==> config.mk <==
export PLATFORM = sky130hd
export DESIGN_NAME = instruction_fetch
export DESIGN_NICKNAME = d
export VERILOG_FILES = /design/src/rtl/instruction_fetch.sv
export SDC_FILE = /design/constraint.sdc
export NUM_CORES = 1
export LEC_CHECK = 0
export BUFFER_PORTS_ARGS = -buffer_cell sky130_fd_sc_hd__buf_2
export CORE_UTILIZATION = 40
export CTS_BUF_LIST = sky130_fd_sc_hd__clkbuf_4
export DETAILED_ROUTE_END_ITERATION = 12
export PLACE_DENSITY = 0.79
export SLEW_MARGIN = 15
export SYNTH_ARGS = -nofsm -noshare
export SYNTH_HDL_FRONTEND = slang
export SYNTH_SLANG_ARGS = --single-unit
==> constraint.sdc <==
create_clock -name clk -period 2.9 [get_ports clk]
set_clock_uncertainty 0.05 [all_clocks]
set_input_delay 0.58 -clock clk [delete_from_list [all_inputs] [get_ports clk]]
set_output_delay 0.58 -clock clk [all_outputs]
set_load 0.01 [all_outputs]
==> src/rtl/instruction_fetch.sv <==
// Fetch stage: owns the pc, reads combinational instruction memory and holds
// the fetched word in a single-entry IF/ID register toward decode.
module instruction_fetch #(
    parameter logic [31:0] RESET_PC  = 32'h0000_0000,
    parameter int unsigned MEM_WORDS = 1280
) (
    input  logic        clk,
    input  logic        rst_n,
    output logic [31:0] mem_addr,
    input  logic [31:0] mem_instr,
    input  logic        redirect_valid,
    input  logic [31:0] redirect_pc,
    input  logic        id_ready,
    output logic        id_valid,
    output logic [31:0] id_instr,
    output logic [31:0] id_pc,
    output logic        halted,
    output logic        fault
);

    typedef enum logic [1:0] {
        RUN   = 2'd0,
        HALT  = 2'd1,
        FAULT = 2'd2
    } state_t;

    localparam logic [29:0] WORD_LIMIT = 30'(MEM_WORDS);

    state_t      state, state_n;
    logic [31:0] pc, pc_n;
    logic        id_valid_n;
    logic [31:0] id_instr_n;
    logic [31:0] id_pc_n;

    logic free;
    logic addr_bad;

    // Handshake: a word transfers to decode on any edge where id_valid && id_ready;
    // while id_valid && !id_ready the register and its payload stay frozen.
    assign free     = !id_valid || id_ready;
    assign addr_bad = (pc[1:0] != 2'b00) || (pc[31:2] >= WORD_LIMIT);
    assign mem_addr = {2'b00, pc[31:2]};

    assign halted = (state == HALT);
    assign fault  = (state == FAULT);

    always_ff @(posedge clk or negedge rst_n) begin
        if (!rst_n) begin
            state    <= RUN;
            pc       <= RESET_PC;
            id_valid <= 1'b0;
            id_instr <= 32'h0;
            id_pc    <= 32'h0;
        end else begin
            state    <= state_n;
            pc       <= pc_n;
            id_valid <= id_valid_n;
            id_instr <= id_instr_n;
            id_pc    <= id_pc_n;
        end
    end

    always_comb begin
        state_n    = state;
        pc_n       = pc;
        id_valid_n = id_valid;
        id_instr_n = id_instr;
        id_pc_n    = id_pc;

        case (state)
            RUN: begin
                if (redirect_valid) begin
                    // Flush wins over a same-cycle handshake; target is checked next cycle.
                    pc_n       = redirect_pc;
                    id_valid_n = 1'b0;
                end else if (free) begin
                    if (addr_bad) begin
                        state_n    = FAULT;
                        id_valid_n = 1'b0;
                    end else if (mem_instr == 32'h0) begin
                        state_n    = HALT;
                        id_valid_n = 1'b0;
                    end else begin
                        id_instr_n = mem_instr;
                        id_pc_n    = pc;
                        id_valid_n = 1'b1;
                        pc_n       = pc + 32'd4;
                    end
                end
            end
            HALT: begin
                if (redirect_valid) begin
                    state_n    = RUN;
                    pc_n       = redirect_pc;
                    id_valid_n = 1'b0;
                end
            end
            FAULT: begin
                id_valid_n = 1'b0;
            end
            default: begin
                state_n    = FAULT;
                id_valid_n = 1'b0;
            end
        endcase
    end

endmodule

# Word level (Yosys, flattened, before mapping)
# Index checks and enable logic that the tools add are counted.
dict set report word_totals {
  wordCells 49
  ff_bits 99
  output_inout_bits 99
}
dict set report classes {
  bitwise 4
  n_eq_ne 9
  magnitude_cmp 1
  n_mux 18
  reduce_logical 11
  n_addsub 1
}
# cell n
set op_table {}
lappend op_table {{32-bit 2-to-1 mux} 5}
lappend op_table {{32-bit case mux with 2 select lines} 1}
lappend op_table {{32-bit by 3-bit adder with 32-bit output (second input constant)} 1}
lappend op_table {{32-bit logical NOT} 1}
lappend op_table {{30-bit by 11-bit >= comparator with 1-bit output (second input constant)} 1}
lappend op_table {{5-bit AND reduction} 3}
lappend op_table {{3-bit != test (second input constant)} 4}
lappend op_table {{2-bit 2-to-1 mux} 5}
lappend op_table {{2-bit != test (second input constant)} 3}
lappend op_table {{2-bit case mux with 3 select lines} 1}
lappend op_table {{1-bit 2-to-1 mux} 5}
lappend op_table {{1-bit NOT} 4}
lappend op_table {{2-bit nonzero test} 2}
lappend op_table {{2-bit by 1-bit equality test with 1-bit output (second input constant)} 1}
lappend op_table {{2-bit equality test (second input constant)} 1}
lappend op_table {{2-bit logical NOT} 1}
lappend op_table {{1-bit logical OR} 2}
lappend op_table {{1-bit case mux with 2 select lines} 1}
lappend op_table {{2-bit AND reduction} 1}
lappend op_table {{1-bit logical NOT} 1}

# Longest topological paths before layout
# Gate-level depths: netlist of run 1.
dict set report logic_depth {
  word_depth 6
  depth_mapped 7
  mapped_depth_nobuf 6
}

# Least setup slack after synthesis of run 1
# No wires, ideal clock.
dict set report synth_timing {
  path_kind {input to register}
  start {input port mem_instr[2]}
  end {register id_instr[10]}
  path_slack_ns 0.849
  path_stages 7
  setup_time_ns 0.125
  t_arrival_ns 1.876
  cell_sequence {nor4_1 and4_1 a211oi_2 nand3_1 buf_4 buf_6 mux2_4}
}
dict set report synth_via {
  elab_chain_cells 3
}
# item line
set synth_rtl {}
lappend synth_rtl {{start, declared} 10} ;# input logic [31:0] mem_instr,
lappend synth_rtl {{32-bit logical NOT} 80} ;# end else if (mem_instr == 32'h0) begin
lappend synth_rtl {{1-bit NOT (no source line)} n/a}
lappend synth_rtl {{5-bit AND reduction (no source line)} n/a}
lappend synth_rtl {{end signal, assigned} 58} ;# id_instr <= id_instr_n;
lappend synth_rtl {{end, declared} 15} ;# output logic [31:0] id_instr,
# Every way passes these cells.
# A chain may end at the register's enable or synchronous reset.

# Worst setup path in the final report of run 1
dict set report layout_timing {
  start {register pc[25]}
  end {register pc[16]}
}
dict set report layout_via {
  elab_chain_cells 4
}
# item line
set layout_rtl {}
lappend layout_rtl {{start, declared} 30} ;# logic [31:0] pc, pc_n;
lappend layout_rtl {{start signal, assigned} 56} ;# pc <= pc_n;
lappend layout_rtl {{30-bit by 11-bit >= comparator with 1-bit output} 41} ;# assign addr_bad = (pc[1:0] != 2'b00) || (pc[31:2] >= WORD_LIMIT);
lappend layout_rtl {{1-bit logical OR} 41}
lappend layout_rtl {{3-bit != test (no source line)} n/a}
lappend layout_rtl {{5-bit AND reduction (no source line)} n/a}
# Every way passes these cells.

==> impl_metrics.toml, run 1 <==
[global_routing]
grt_pass1_vias = 3562
grt_pass1_wl_mm = 17.8
grt_antenna_before_repair = 0
grt.overflow.total = 0
grt_max_degree = 55
grtUsageTotal_pct = 19.5

[synthesis]
synth_most_common_cell = "dfrtp_1"
muxShareOfSynthArea_pct = 13.7
avgSynthCellArea_um2 = 11.3
synth_top_family_by_area = "simple AND/OR/NAND/NOR gates"
synth-compound-area-share_pct = 10.6
ys_types = 46
async_flop_share_pct = 100
ys.flop_type = "dfrtp_1"
synth.top_cells.by_count = "dfrtp_1, buf_4, mux2_4, nor2_1, a21oi_1"
synth-adder-area-share_pct = 0.534
netlist.area_leader.share_pct = 52.9
synth.area.top_cells = "dfrtp_1, mux2_4, buf_4"
synth_warnings = 0
yosysSeqAreaShare_pct = 52.9
syn_inst = 413
synthXorXnorAreaFrac_pct = 0
synth_edf_count = 0
ys_ff_latch = 99
synth_area_mm2 = 0.00468
synth_top_cell_by_area = "dfrtp_1"
synth-simple-area-share_pct = 13.8

[die]
dieArea_mm2 = 0.0121
fp.coreArea_mm2 = 0.0114
fp.dieW_um = 110
num_rows = 39
pin_count = 167
start_util_pct = 41.0
die_height_um = 110

[clock_tree]
clkTransAtPathRegs_ns = 0.14
htreeDepth = 3
clockBufferDepth = 2
clockRootBuffer = "clkbuf_4"
clk_latency_ns = 0.47
cts_tree = "yes"
cts_made_buffers = 9
cts_sinks = 99
holdBufCountCts = 0
post_cts_buffers = 0

[route]
wl_mm = 11.4
dr.pass1.iters = 4
wl_per_cell_um = 16.4
routed_via_density = 5.26
drc = 0
antenna_left = 0
vias = 3679
dr.first_iter.drc_count = 180

[critical_path]
r2r_slack_ns = 0.32
cp-start-kind = "flip-flop"
reg2reg_depth = 6
critPathMaxFanout = 20
cp.required_ns = 3.20
worstSetupPathType = "flip-flop to flip-flop"
worstSetupEndpointType = "flip-flop"
critPathArrivalTime_ns = 2.88

[timing]
period_share_pct = 89.0
tightest_slew_ns = 0.641
maxSlewHeadroom_pct = 57.1
hold_viol = 0
max_clock_freq_mhz = 387
rsz0062_at_grt = "no"
setup_tns_ns = 0
slew_violations = 0
final-setup-viol-count = 0
setup_ws_ns = 0.319
post-route-min-period_ns = 2.58

[layout]
nets = 621
instances_no_fill = 699
final_util_pct = 49.4
diodes = 0
syn_to_final_growth_pct = 20.6
layout-drive-gt1-share_pct = 44.2

[min_path]
min_path_type = "input port to asynchronous set/reset pin"

[power_and_ir_drop]
power.density_mw_per_mm2 = 434
vdd_drop_max_uv = 336
p_leak_nw = 2.99

[placement]
pre_cts_ws_ns = 0.142
placed_cells = 683
io_buffers = 164
hpwl_mm = 8.44
routabilityCongestion = 0.935

[job]
cap_violations = 0

[status]
outcome = "complete, no violations"
## routing by layer
metal	up-vias	share of wire, %	GRT usage [%]
li1	1731	-	-
met5	-	0	0
met4	0	2.7	8.08
met2	153	47	30.6
met3	32	7.8	6.35
met1	1763	43	24.8
## cell families after synthesis
kind of cell,count (synthesis)
simple gates,122
flops,99
compound gates,77
buf+inv,64
mux,48
fa+ha+maj,2
other cells,1
## worst max-delay path: stages (launching register included)
cell	delay, ns
dfrtp_1	0.44
nor4_1	0.36
nand4_1	0.24
a211oi_4	0.62
o21a_1	0.33
buf_4	0.29
a21oi_1	0.12
## area by class of cell
type / count / area, um2
Fill cell: 1078 / 5770
Tap cell: 143 / 179
Clock buffer: 13 / 97.6
Timing Repair Buffer: 179 / 973
Multi-Input combinational cell: 251 / 1840
Clock inverter: 3 / 38.8
Inverter: 11 / 41.3
Sequential cell: 99 / 2480
## where the power goes
| group | total [mW] | leakage (nW) | switching (mW) | internal, mW |
|---|---|---|---|---|
| combinational | 0.260 | 1.62 | 0.140 | 0.120 |
| clock | 0.733 | 0.0794 | 0.434 | 0.299 |
| sequential | 1.46 | 1.29 | 0.0379 | 1.42 |
| total | 2.45 | 2.99 | 0.612 | 1.84 |
## metrics by stage
| step | cell area (um2) | hold slack [ns] | power [mW] |
|---|---|---|---|
| final | 5650 | 0.0613 | 2.45 |
| after global routing | 5650 | 0.0519 | 2.57 |
| after CTS | 5640 | 0.0469 | 2.49 |
| after detailed placement | 5500 | 0.415 | 1.75 |
| after global placement | 5500 | 0.413 | 1.74 |
| after floorplan | 4690 | 0.234 | 1.62 |
## path summary, 6_finish.rpt
path / startpoint / to
setup / recovery: pc[25]$_DFFE_PN0P_ / pc[16]$_DFFE_PN0P_
hold / removal: rst_n / id_instr[27]$_DFFE_PN0P_
setup reg to reg: pc[25]$_DFFE_PN0P_ / pc[16]$_DFFE_PN0P_
hold reg to reg: id_pc[16]$_DFFE_PN0P_ / id_pc[16]$_DFFE_PN0P_
max in group asynchronous: rst_n / id_pc[22]$_DFFE_PN0P_
min in group clk: redirect_pc[0] / pc[0]$_DFFE_PN0P_
## placed cells by master (no fill, tap or decap), types with 3 or more instances in the layout
cell	n
buf_2	163
dfrtp_1	99
mux2_4	28
nor2_1	26
a21oi_1	22
and2_1	21
mux2_2	18
o21ai_0	16
nand2_1	15
nor4_1	14
clkbuf_4	13
buf_4	13
inv_1	11
nand3_1	11
o22ai_1	10
nand4_1	8
nor3_1	8
a22oi_1	6
o221ai_1	4
and4_1	3
or3_1	3
and3_1	3
buf_12	3
## what timing repair did
action / 4_1_cts / 5_1_grt
endpoints found under the hold margin: 0 / 0
endpoints found under the setup margin: 0 / 22
resized for setup: 0 / 1
## registers in the layout (all words and copies together), names as in the netlist
name and flops:
id_pc 32, pc 32, id_valid 1, state 2
id_instr 32
Power figures use the tool's default switching activity.
==> inputs of run 2 (changes only) <==
Settings changed: CAP_MARGIN from default to 25, CTS_BUF_LIST sky130_fd_sc_hd__clkbuf_4 to default, PLACE_DENSITY 0.79 to 0.81.
Clock period 2.9 ns to 2.35 ns, I/O delays scaled along.
==> run 2 against run 1 <==
Compared with the run above: sequential share of layout area fell by 1.8 points; first-iteration DRC count up 7.8%; register-to-register slack lost 0.17 ns; design area increased by 4.2%; critical endpoint is now pc[11]$_DFFE_PN0P_; non-clock buffer count up 10; clock-buffer cell count shrank 2; maximum frequency up 17%; worst hold slack gained 0.040 ns; die area unchanged; clock power is 96% higher.
==> impl_metrics.toml, run 2 (synthesis gave the netlist of run 1 again) <==
[status]
outcome = "complete, no violations"

[global_routing]
grt.overflow.total = 0
grt_max_degree = 50
grtUsageTotal_pct = 19.7
grt_pass1_vias = 3613
grt_antenna_before_repair = 0
grt_pass1_wl_mm = 18.0

[critical_path]
worstSetupPathType = "flip-flop to flip-flop"
worstPathCellList = "nor4_1, nand3_1, a211oi_2, buf_4, o21a_1, buf_4, a21oi_1"
critPathArrivalTime_ns = 2.35
critPathMaxFanout = 20
crit_start = "pc[19]$_DFFE_PN0P_"
worstSetupEndpointType = "flip-flop"
slowest_delay_ns = 0.41
r2r_slack_ns = 0.15
critPathBufInv = 2
crit_family = "compound AO/OA/AOI/OAI gates"
r2r-start = "pc[19]$_DFFE_PN0P_"
cp.required_ns = 2.51
cp-start-kind = "flip-flop"
cpMostUsedCell = "buf_4"
crit_slowest_cell = "dfrtp_1"

[die]
fp.dieW_um = 110
fp.coreArea_mm2 = 0.0114
pin_count = 167
die_height_um = 110
dieArea_mm2 = 0.0121
start_util_pct = 41.0
num_rows = 39

[min_path]
min_path_type = "input port to asynchronous set/reset pin"

[placement]
hpwl_mm = 8.69
pre_cts_ws_ns = 0.0163
routabilityCongestion = 0.871
placed_cells = 693
io_buffers = 164

[clock_tree]
clockBufferDepth = 2
clk_latency_ns = 0.33
cts_tree = "yes"
clockRootBuffer = "clkbuf_16"
htreeDepth = 3
cts_made_buffers = 9
cts_sinks = 99
post_cts_buffers = 0
clkTransAtPathRegs_ns = 0.07

[timing]
post-route-min-period_ns = 2.20
final-setup-viol-count = 0
setup_ws_ns = 0.152
rsz0062_at_grt = "no"
hold_viol = 0
maxSlewHeadroom_pct = 57.9
max_clock_freq_mhz = 455
slew_violations = 0
setup_tns_ns = 0
period_share_pct = 93.5
tightest_slew_ns = 0.631

[route]
dr.pass1.iters = 4
wl_per_cell_um = 16.7
antenna_left = 0
vias = 3682
dr.first_iter.drc_count = 194
routed_via_density = 5.20
drc = 0
wl_mm = 11.8

[power_and_ir_drop]
p_leak_nw = 3.11
power_mw = 3.57
vdd_drop_max_uv = 305
power.density_mw_per_mm2 = 608

[layout]
top_regs = "id_instr (32), id_pc (32), pc (32)"
diodes = 0
final_util_pct = 51.5
final_common_cell = "buf_2"
nets = 631
layout-drive-gt1-share_pct = 45.1
syn_to_final_growth_pct = 25.6
instances_no_fill = 708
seqCellArea_mm2 = 0.00248
fillCellCount = 1058
multiInputGateArea_mm2 = 0.00184
final_cell_mix = "buf_2, dfrtp_1, mux2_4, nor2_1"

[job]
cap_violations = 0
run 2: area by class of cell:
type                            count  area share [%]
Clock buffer                       11            3.96
Clock inverter                      4           0.894
Inverter                           11           0.702
Multi-Input combinational cell    251            31.2
Sequential cell                    99            42.1
Tap cell                          143            3.04
Timing Repair Buffer              189            18.0
run 2: routing by layer:
metal | global-route usage, % | routed length (um) | part of all wire, %
met3 | 3.76 | 683 | 5.8
met5 | 0 | 0 | 0
met2 | 31.6 | 5450 | 46
met1 | 25.8 | 5330 | 45
met4 | 9.21 | 330 | 2.8
run 2: worst reg2reg max path: stages (launching register included):
cell and delay (ns):
dfrtp_1 0.41, nor4_1 0.31, nand3_1 0.18, a211oi_2 0.34
buf_4 0.25, o21a_1 0.15, buf_4 0.25, a21oi_1 0.12
run 2: path summary, 6_finish.rpt:
kind                                             to  depth (start not counted)
setup / recovery                 pc[11]$_DFFE_PN0P_                          7
hold / removal             id_instr[21]$_DFFE_PN0P_                          1
setup reg to reg                 pc[11]$_DFFE_PN0P_                          7
hold reg to reg               id_pc[21]$_DFFE_PN0P_                          1
max in group asynchronous     id_pc[11]$_DFFE_PN0P_                          2
min in group clk                 pc[15]$_DFFE_PN0P_                          2
run 2: metrics by stage:
step           area (um2)  hold WS (ns)
6_report             5880         0.102
4_1_cts              5870         0.129
2_1_floorplan        4690         0.124
3_5_place_dp         5590         0.416
3_3_place_gp         5590         0.414
5_1_grt              5880         0.142
run 2: where the power goes:
group	internal [mW]	switching (mW)	leakage, nW
Combinational	0.159	0.184	1.67
Clock	0.822	0.615	0.140
Sequential	1.75	0.0414	1.29
run 2: timing repair:
action,in CTS,in global routing
setup endpoints to repair,0,20
hold buffers,0,0
resized for setup,0,1
hold endpoints to repair,0,0
